--- config.mk ---
export PLATFORM = sky130hd
export DESIGN_NAME = process_sched
export DESIGN_NICKNAME = d
export VERILOG_FILES = /design/src/rtl/proc_pkg.sv /design/src/rtl/sched_loop_cnt.sv /design/src/rtl/process_sched.sv
export SDC_FILE = /design/constraint.sdc
export NUM_CORES = 1
export LEC_CHECK = 0
export BUFFER_PORTS_ARGS = -buffer_cell sky130_fd_sc_hd__buf_4
export CAP_MARGIN = 10
export CORE_ASPECT_RATIO = 0.6
export CORE_MARGIN = 3
export CORE_UTILIZATION = 34
export CTS_CLUSTER_SIZE = 25
export DETAILED_ROUTE_END_ITERATION = 8
export GPL_ROUTABILITY_DRIVEN = 0
export PLACE_DENSITY = 0.61
export SETUP_SLACK_MARGIN = 0.1
export SLEW_MARGIN = 20
export SYNTH_ARGS = -nofsm -noshare
export SYNTH_HDL_FRONTEND = slang
export SYNTH_SLANG_ARGS = --single-unit
--- constraint.sdc ---
create_clock -name I_clk -period 19.65 [get_ports I_clk]
set_clock_uncertainty 0.15 [all_clocks]
set_input_delay 0 -clock I_clk [delete_from_list [all_inputs] [get_ports I_clk]]
set_output_delay 0 -clock I_clk [all_outputs]
set_load 0.1 [all_outputs]
--- src/rtl/proc_pkg.sv ---
// Shared types and default widths for the convolution process read sequencer.
package proc_pkg;

  localparam int unsigned DefDepthWidth = 9;
  localparam int unsigned DefKWidth     = 4;

  typedef enum logic [2:0] {
    StIdle,
    StWaitLoad,
    StRun,
    StLineEnd,
    StDone
  } sched_state_e;

endpackage

--- src/rtl/sched_loop_cnt.sv ---
// Wrap counter for one loop level: counts on enable, wraps to zero at max and flags the wrap.
module sched_loop_cnt #(
  parameter int unsigned Width = 9
) (
  input  logic             clk_i,
  input  logic             rst_i,
  input  logic             clr_i,
  input  logic             en_i,
  input  logic [Width-1:0] max_i,
  output logic [Width-1:0] cnt_o,
  output logic             wrap_o
);

  logic [Width-1:0] cnt_q, cnt_d;

  assign wrap_o = en_i && (cnt_q == max_i);
  assign cnt_o  = cnt_q;

  always_comb begin
    cnt_d = cnt_q;
    if (clr_i || wrap_o) begin
      cnt_d = '0;
    end else if (en_i) begin
      cnt_d = cnt_q + 1'b1;
    end
  end

  always_ff @(posedge clk_i) begin
    if (rst_i) begin
      cnt_q <= '0;
    end else begin
      cnt_q <= cnt_d;
    end
  end

endmodule

--- src/rtl/process_sched.sv ---
// Read sequencer for the convolution process datapath: walks ky/co/wo/kx/ci and issues one
// feature/weight buffer read per unheld RUN cycle.
module process_sched
  import proc_pkg::*;
#(
  parameter int unsigned DEPTHWIDTH = DefDepthWidth,
  parameter int unsigned KWIDTH     = DefKWidth
) (
  input  logic                  I_clk,
  input  logic                  I_rst,
  input  logic                  I_start,
  input  logic                  I_load_done,
  input  logic                  I_hold,
  input  logic [DEPTHWIDTH-1:0] I_ciGroup,
  input  logic [DEPTHWIDTH-1:0] I_woGroup,
  input  logic [DEPTHWIDTH-1:0] I_coGroup,
  input  logic [KWIDTH-1:0]     I_kx_num,
  input  logic [KWIDTH-1:0]     I_ky_num,
  output logic                  O_rd_dv,
  output logic [DEPTHWIDTH-1:0] O_rd_fdepth,
  output logic [DEPTHWIDTH-1:0] O_rd_wdepth,
  output logic                  O_compute_en,
  output logic [KWIDTH-1:0]     O_ky,
  output logic                  O_line_end,
  output logic                  O_busy,
  output logic                  O_done
);

  sched_state_e state_q, state_d;

  logic [DEPTHWIDTH-1:0] ci_group_q, ci_group_d;
  logic [DEPTHWIDTH-1:0] wo_group_q, wo_group_d;
  logic [DEPTHWIDTH-1:0] co_group_q, co_group_d;
  logic [KWIDTH-1:0]     kx_num_q, kx_num_d;
  logic [KWIDTH-1:0]     ky_num_q, ky_num_d;

  logic                  start_acc;
  logic                  cfg_zero;
  logic                  beat;
  logic                  row_step;

  logic [DEPTHWIDTH-1:0] ci_cnt, wo_cnt, co_cnt;
  logic [KWIDTH-1:0]     kx_cnt, ky_cnt;
  logic                  ci_wrap, kx_wrap, wo_wrap, co_wrap, ky_wrap;

  logic [DEPTHWIDTH-1:0] kx_ext, ky_ext, kx_num_ext, ky_num_ext;
  logic [DEPTHWIDTH-1:0] fdepth, wdepth;

  assign start_acc = (state_q == StIdle) && I_start;
  assign cfg_zero  = (I_ciGroup == '0) || (I_woGroup == '0) || (I_coGroup == '0) ||
                     (I_kx_num == '0) || (I_ky_num == '0);
  assign beat      = (state_q == StRun) && !I_hold;
  assign row_step  = (state_q == StLineEnd);

  always_comb begin
    ci_group_d = ci_group_q;
    wo_group_d = wo_group_q;
    co_group_d = co_group_q;
    kx_num_d   = kx_num_q;
    ky_num_d   = ky_num_q;
    if (start_acc) begin
      ci_group_d = I_ciGroup;
      wo_group_d = I_woGroup;
      co_group_d = I_coGroup;
      kx_num_d   = I_kx_num;
      ky_num_d   = I_ky_num;
    end
  end

  always_ff @(posedge I_clk) begin
    if (I_rst) begin
      state_q    <= StIdle;
      ci_group_q <= '0;
      wo_group_q <= '0;
      co_group_q <= '0;
      kx_num_q   <= '0;
      ky_num_q   <= '0;
    end else begin
      state_q    <= state_d;
      ci_group_q <= ci_group_d;
      wo_group_q <= wo_group_d;
      co_group_q <= co_group_d;
      kx_num_q   <= kx_num_d;
      ky_num_q   <= ky_num_d;
    end
  end

  // Innermost first: ci -> kx -> wo -> co; co wrapping marks the last beat of a ky row.
  sched_loop_cnt #(.Width(DEPTHWIDTH)) u_cnt_ci (
    .clk_i  (I_clk),
    .rst_i  (I_rst),
    .clr_i  (start_acc),
    .en_i   (beat),
    .max_i  (ci_group_q - 1'b1),
    .cnt_o  (ci_cnt),
    .wrap_o (ci_wrap)
  );

  sched_loop_cnt #(.Width(KWIDTH)) u_cnt_kx (
    .clk_i  (I_clk),
    .rst_i  (I_rst),
    .clr_i  (start_acc),
    .en_i   (ci_wrap),
    .max_i  (kx_num_q - 1'b1),
    .cnt_o  (kx_cnt),
    .wrap_o (kx_wrap)
  );

  sched_loop_cnt #(.Width(DEPTHWIDTH)) u_cnt_wo (
    .clk_i  (I_clk),
    .rst_i  (I_rst),
    .clr_i  (start_acc),
    .en_i   (kx_wrap),
    .max_i  (wo_group_q - 1'b1),
    .cnt_o  (wo_cnt),
    .wrap_o (wo_wrap)
  );

  sched_loop_cnt #(.Width(DEPTHWIDTH)) u_cnt_co (
    .clk_i  (I_clk),
    .rst_i  (I_rst),
    .clr_i  (start_acc),
    .en_i   (wo_wrap),
    .max_i  (co_group_q - 1'b1),
    .cnt_o  (co_cnt),
    .wrap_o (co_wrap)
  );

  // ky steps during LINE_END so O_ky still shows the finishing row on that cycle.
  sched_loop_cnt #(.Width(KWIDTH)) u_cnt_ky (
    .clk_i  (I_clk),
    .rst_i  (I_rst),
    .clr_i  (start_acc),
    .en_i   (row_step),
    .max_i  (ky_num_q - 1'b1),
    .cnt_o  (ky_cnt),
    .wrap_o (ky_wrap)
  );

  always_comb begin
    state_d = state_q;
    unique case (state_q)
      StIdle:     if (I_start) state_d = cfg_zero ? StDone : StWaitLoad;
      StWaitLoad: if (I_load_done) state_d = StRun;
      StRun:      if (co_wrap) state_d = StLineEnd;
      StLineEnd:  state_d = ky_wrap ? StDone : StRun;
      StDone:     state_d = StIdle;
      default:    state_d = StIdle;
    endcase
  end

  assign kx_ext     = DEPTHWIDTH'(kx_cnt);
  assign ky_ext     = DEPTHWIDTH'(ky_cnt);
  assign kx_num_ext = DEPTHWIDTH'(kx_num_q);
  assign ky_num_ext = DEPTHWIDTH'(ky_num_q);

  // Both addresses wrap modulo 2^DEPTHWIDTH by truncation.
  assign fdepth = (wo_cnt + kx_ext) * ci_group_q + ci_cnt;
  assign wdepth = ((co_cnt * ky_num_ext + ky_ext) * kx_num_ext + kx_ext) * ci_group_q + ci_cnt;

  always_comb begin
    O_rd_dv      = beat;
    O_rd_fdepth  = beat ? fdepth : '0;
    O_rd_wdepth  = beat ? wdepth : '0;
    O_compute_en = (state_q == StRun) || (state_q == StLineEnd);
    O_ky         = ky_cnt;
    O_line_end   = (state_q == StLineEnd);
    O_busy       = (state_q != StIdle);
    O_done       = (state_q == StDone);
  end

endmodule

# Yosys cells after proc, flatten, opt, wreduce, memory -nomap -nowiden

Index checks and enable logic that the tools add are counted.

$add $sub $neg: 15
Multipliers: 4
Eq/ne operators: 12
Mux-type cells: 8
Reduce and logical (&&, ||, !) cells: 31

Operators with widths:

| cell                                                                   | number |
|---|---|
| 9-bit by 1-bit adder with 9-bit output (second input constant)         | 3 |
| 9-bit by 4-bit adder with 9-bit output                                 | 3 |
| 9-bit equality test                                                    | 3 |
| 9-bit zero test                                                        | 3 |
| 9-bit by 1-bit subtractor with 9-bit output (second input constant)    | 3 |
| 9-bit adder                                                            | 2 |
| 9-bit by 4-bit multiplier with 9-bit output                            | 2 |
| 9-bit by 9-bit multiplier with 9-bit output                            | 2 |
| 9-bit two-way mux                                                      | 2 |
| 3-bit two-way mux                                                      | 5 |
| 3-bit case mux with 4 select lines                                     | 1 |
| 1-bit logical OR                                                       | 10 |
| 2-bit OR reduction                                                     | 5 |
| 4-bit by 1-bit adder with 4-bit output (second input constant)         | 2 |
| 4-bit equality test                                                    | 2 |
| 4-bit zero test                                                        | 2 |
| 4-bit by 1-bit subtractor with 4-bit output (second input constant)    | 2 |
| 1-bit logical AND                                                      | 7 |
| 3-bit by 2-bit equality test with 1-bit output (second input constant) | 2 |
| 2-bit != test (second input constant)                                  | 2 |
| 3-bit by 1-bit equality test with 1-bit output (second input constant) | 1 |
| 3-bit equality test (second input constant)                            | 1 |
| 3-bit zero test                                                        | 1 |
| 3-bit AND reduction                                                    | 1 |
| other kinds (3)                                                        | 3 |

Bits in registers: 73
Bits of input ports: 40
Output and inout port bits: 27
Word-level logic and storage cells: 81

# Depth between registers and ports, before layout

Depth after elaboration: 8
Depth in mapped cells: 36
Gate-level depth less buffers: 35

# Hierarchy

From an unflattened synthesis, not the netlist that was laid out.

Cell total of the unflattened synthesis: 1093
Area total of the unflattened synthesis: 9039.9 um^2

Modules (own cells, without submodules):

| module                        | times used | cells each | area each (um^2) | sequential area each (um^2) |
|---|---|---|---|---|
| process_sched                 | 1          | 876        | 7024.2           | 760.7 |
| sched_loop_cnt (u_cnt_ci ...) | 3          | 55         | 494.2            | 180.2 |
| sched_loop_cnt (u_cnt_kx ...) | 2          | 26         | 266.5            | 80.1 |

# Worst setup path before layout

No wires, ideal clock.

Kind: reg-to-output
Start point: register u_cnt_co.cnt_q[0], in the netlist u_cnt_co.cnt_o[0]
End point: output port O_rd_wdepth[8]
Arrival: 10700 ps
Data required time: 19500 ps
Path slack: 8800 ps
Stages on the path, launching flop included: 36
Buffers on the path: 1
Cells stage by stage: dfxtp_1 clkbuf_1 nand2_1 fa_1 fa_1 inv_1 fa_1 ha_1 xor2_1 nand2_1 fa_1 inv_1 fa_1 ha_1 ha_1 or2_2 o31ai_1 xnor2_1 nand2_1 fa_1 inv_1 fa_1 ha_1 fa_1 inv_1 fa_1 inv_1 ha_1 and3_1 a2111o_1 a21o_1 a21oi_1 xnor2_1 xnor3_1 xor2_1 nor2_1

Longest elaborated chain between the ends: 7

RTL lines:

| item                                        | line                 | source |
|---|---|---|
| start, declared                             | sched_loop_cnt.sv:14 | `logic [Width-1:0] cnt_q, cnt_d;` |
| start signal, assigned                      | sched_loop_cnt.sv:32 | `cnt_q <= cnt_d;` |
| 9-bit by 4-bit multiplier with 9-bit output | process_sched.sv:159 | `assign wdepth = ((co_cnt * ky_num_ext + ky_ext) * kx_num_ext + kx_ext) * ci_group_q + ci_cnt;` |
| 9-bit by 4-bit adder with 9-bit output      | process_sched.sv:159 |  |
| 9-bit by 4-bit multiplier with 9-bit output | process_sched.sv:159 |  |
| 9-bit by 4-bit adder with 9-bit output      | process_sched.sv:159 |  |
| 9-bit by 9-bit multiplier with 9-bit output | process_sched.sv:159 |  |
| 9-bit adder                                 | process_sched.sv:159 |  |
| 9-bit two-way mux                           | process_sched.sv:164 | `O_rd_wdepth = beat ? wdepth : '0;` |
| end, declared                               | process_sched.sv:21  | `output logic [DEPTHWIDTH-1:0] O_rd_wdepth,` |

Every way passes these cells.

# Worst setup path in the final report

Start point: register ky_num_q[2]
End point: output port O_rd_wdepth[8]

Longest elaborated chain between the ends: 7

RTL lines:

| item                                        | line                 | source |
|---|---|---|
| start, declared                             | process_sched.sv:35  | `logic [KWIDTH-1:0] ky_num_q, ky_num_d;` |
| start signal, assigned                      | process_sched.sv:84  | `ky_num_q <= ky_num_d;` |
| 9-bit by 4-bit multiplier with 9-bit output | process_sched.sv:159 |  |
| 9-bit by 4-bit adder with 9-bit output      | process_sched.sv:159 |  |
| 9-bit by 4-bit multiplier with 9-bit output | process_sched.sv:159 |  |
| 9-bit by 4-bit adder with 9-bit output      | process_sched.sv:159 |  |
| 9-bit by 9-bit multiplier with 9-bit output | process_sched.sv:159 |  |
| 9-bit adder                                 | process_sched.sv:159 |  |
| 9-bit two-way mux                           | process_sched.sv:164 |  |

Every way passes these cells.

==> results.toml <==
[timing]
worst_pin_slew_ns = 0.8085
fin_crit_sh_pct = 54.73
finalMaxSlewViolations = 0
hold_viol = 0
setup_viol = 0
tns_ns = 0
period_needed_ns = 10.75
whs_ns = 0.01905
grt_setup_unrepaired = "no"
max_freq_ghz = 0.09299
relSlewSlack_pct = 45.60

[synthesis]
synth-edff-count = 0
ys_seq_elements = 73
async_flop_share_pct = 0
synth_flop_cell = "dfxtp_1"
synth_area_mm2 = 0.009079
avgSynthCellArea_um2 = 8.113
ys_seq_area_share_pct = 16.10
yosysWarnings = 0
syn_inst = 1119
ys_types = 62
syn-num-nets = 1324

[power_and_ir_drop]
seqPwrFrac_pct = 38.6
internal_power_mw = 0.2952
clkPwrFrac_pct = 41.0
p_leak_nw = 5.068
swShare_pct = 31.37
ir_drop_uv = 40.24
p_sw_mw = 0.1349
powerDensity_mw_per_mm2 = 39.57
fin_total_pwr_mw = 0.4301
power_frac_comb_pct = 20.4

[placed_design]
place_inst = 1493
hpwl_um = 18630
io_buffers = 66

[cts]
clockBufferDepth = 2
cts_root_buf = "clkbuf_16"
clk_latency_ns = 0.35
clock-sinks = 73
path_clk_slew_ns = 0.07
cts_tree = "built"
cts_buffers = 9
h-tree-depth = 3
ctsResizeCount = 0

[finish]
nFillCells = 2612
fin_util_pct = 42.15
antenna_cells = 0
register_area_mm2 = 0.001461
fin_cells = 1581
area_growth_syn_to_layout_pct = 19.74
fin_nets = 1429
multi_input_area_mm2 = 0.006969
layout-drive-gt1-share_pct = 7.893

[setup_path]
crit_path_frequent_cell = "fa_1"
critPathLaunchType = "flop"
critical_path_depth = 35
critPathRequiredTime_ns = 19.50
worstReg2RegStart = "state_q[1]"
path_buf_inv = 6
slowest_stage = "dfxtp_1"
reg2reg_depth = 9
worstPathArrival_ns = 10.60
cp_top_family = "adder cells"
worstPathMaxFanout = 10
reg2reg_to = "u_cnt_wo.cnt_o[7]"
endpoint_kind = "primary output"
reg2reg_slack_ns = 15.52
path_class = "reg -> out"
crit_end = "O_rd_wdepth[8]"
max_stage_delay_ns = 0.54
worstSetupStartpoint = "ky_num_q[2]"

[worst_hold_path]
hold_path.class = "in -> reg"
hold_path_depth = 2

[floorplanning]
die_w_um = 217.0
die_h_um = 132.6
core_area_mm2 = 0.02579
start_util_pct = 35.21
pin_count = 67
die_area_mm2 = 0.02876
rows = 45

[route]
drt-total-wl_um = 24020
ant_nets = 0
vias_per_cell = 4.853
drc = 0
drtIter0Drc = 459
drt-pass1-iter-count = 7
vias = 7673
routedWlPerCell_um = 15.19

[global_routing]
grt_pass1_wl_um = 39750
grt_max_degree = 40
gr-total-overflow = 0
grt_pass1_vias = 7503
antenna_found_initial = 0
grtUsageTotal_pct = 17.00

[run_status]
outcome = "finished, final reports clean"

[job]
drv_cap = 0
## state kept, by name (all words and copies together) (netlist names)
name / flops
ci_group_q: 9
co_group_q: 9
u_cnt_co.cnt_o: 9
wo_group_q: 9
ky_num_q: 4
u_cnt_ky.cnt_o: 4
u_cnt_kx.cnt_o: 4
u_cnt_wo.cnt_o: 9
state_q: 3
kx_num_q: 4
u_cnt_ci.cnt_o: 9
## cell families after synthesis
| kind of cell | Yosys count | synth area share, % |
|---|---|---|
| adder cells (fa/ha/maj) | 165 | 28.61 |
| XOR/XNOR | 132 | 14.25 |
| AO/OA/AOI/OAI | 126 | 8.793 |
| buffers and inverters | 165 | 7.139 |
| multiplexers | 5 | 0.5513 |
| AND/OR/NAND/NOR | 453 | 24.56 |
| flip-flops | 73 | 16.10 |
## area by class of cell
cell class,count,area share (%)
Multi-Input combinational cell,881,64.11
Sequential cell,73,13.44
Timing Repair Buffer,143,11.53
Tap cell,352,4.052
Inverter,116,4.006
Clock buffer,9,2.072
Clock inverter,7,0.7827
## how the worst min path moves through the flow
stage	endpoint	start
after global routing	state_q[1]	I_rst
after detailed placement	kx_num_q[0]	I_kx_num[0]
after global placement	co_group_q[3]	I_coGroup[3]
after CTS	state_q[1]	I_rst
after floorplan	co_group_q[1]	I_coGroup[1]
final	state_q[1]	I_rst
## synthesized netlist by cell type, drive strengths merged, types with 8 or more instances
| cell | instances | share of area (%) |
|---|---|---|
| nor4 | 17 | 1.5 |
| nand4 | 9 | 0.62 |
| dfxtp | 73 | 16 |
| nor3 | 33 | 1.8 |
| and3 | 8 | 0.55 |
| a21oi | 55 | 3.0 |
| ha | 94 | 13 |
| and2 | 68 | 4.7 |
| nor2b | 15 | 1.0 |
| xnor2 | 84 | 8.1 |
| xor2 | 38 | 3.7 |
| fa | 71 | 16 |
| a21o | 13 | 1.1 |
| nor2 | 67 | 2.8 |
| clkbuf | 42 | 1.8 |
| nand3 | 22 | 1.2 |
| inv | 116 | 4.8 |
| nand2 | 177 | 7.3 |
| xnor3 | 10 | 2.5 |
| nand2b | 10 | 0.69 |
| o21ai | 13 | 0.72 |
## what timing repair did
| item | 4_1_cts | 5_1_grt |
|---|---|---|
| setup buffers | 0 | 0 |
| hold buffers | 72 | 0 |
| hold endpoints to repair | 38 | 0 |
## through the flow
stage / setup WS, ns / instance area, um2
3_3_place_gp: 9.371 / 9839
4_1_cts: 8.834 / 10870
5_1_grt: 8.250 / 10870
3_5_place_dp: 9.202 / 9839
2_1_floorplan: 8.800 / 9079
6_report: 8.896 / 10870
## cell usage in the layout, fill, tap and decap left out, drive strengths merged, types with 4 or more instances in the layout
| cell | count |
|---|---|
| o211ai | 4 |
| fa | 71 |
| nor2b | 15 |
| nand4 | 9 |
| o21ai | 13 |
| dfxtp | 73 |
| nand3 | 22 |
| ha | 94 |
| or2 | 4 |
| nor2 | 67 |
| o31ai | 5 |
| clkbuf | 9 |
| nor4 | 17 |
| and2 | 68 |
| nand2 | 177 |
| dlygate4sd3 | 72 |
| or3 | 5 |
| buf | 71 |
| mux2i | 5 |
| xnor2 | 84 |
| inv | 119 |
| xor2 | 38 |
| xnor3 | 10 |
| a211oi | 6 |
| a21oi | 55 |
| a31oi | 4 |
| nor3 | 33 |
| a21o | 13 |
| and3 | 8 |
| nand2b | 10 |
| o21a | 7 |
## layer usage
| metal | vias up | share of wire [%] | global-route usage (%) |
|---|---|---|---|
| li1 | 3865 | - | - |
| met1 | 3615 | 52 | 26.18 |
| met2 | 173 | 40 | 24.20 |
| met3 | 20 | 6.0 | 3.695 |
| met4 | 0 | 1.1 | 3.330 |
| met5 | - | 0 | 0 |
## power by group through the flow
stage / clock network [mW] / registers, mW / logic, mW
2_1_floorplan: 0 / 0.161 / 0.0571
3_3_place_gp: 0 / 0.169 / 0.0723
3_5_place_dp: 0 / 0.169 / 0.0734
4_1_cts: 0.180 / 0.166 / 0.0868
5_1_grt: 0.185 / 0.167 / 0.0958
6_report: 0.176 / 0.166 / 0.0877
No activity file was read; power rests on OpenSTA's default activity.
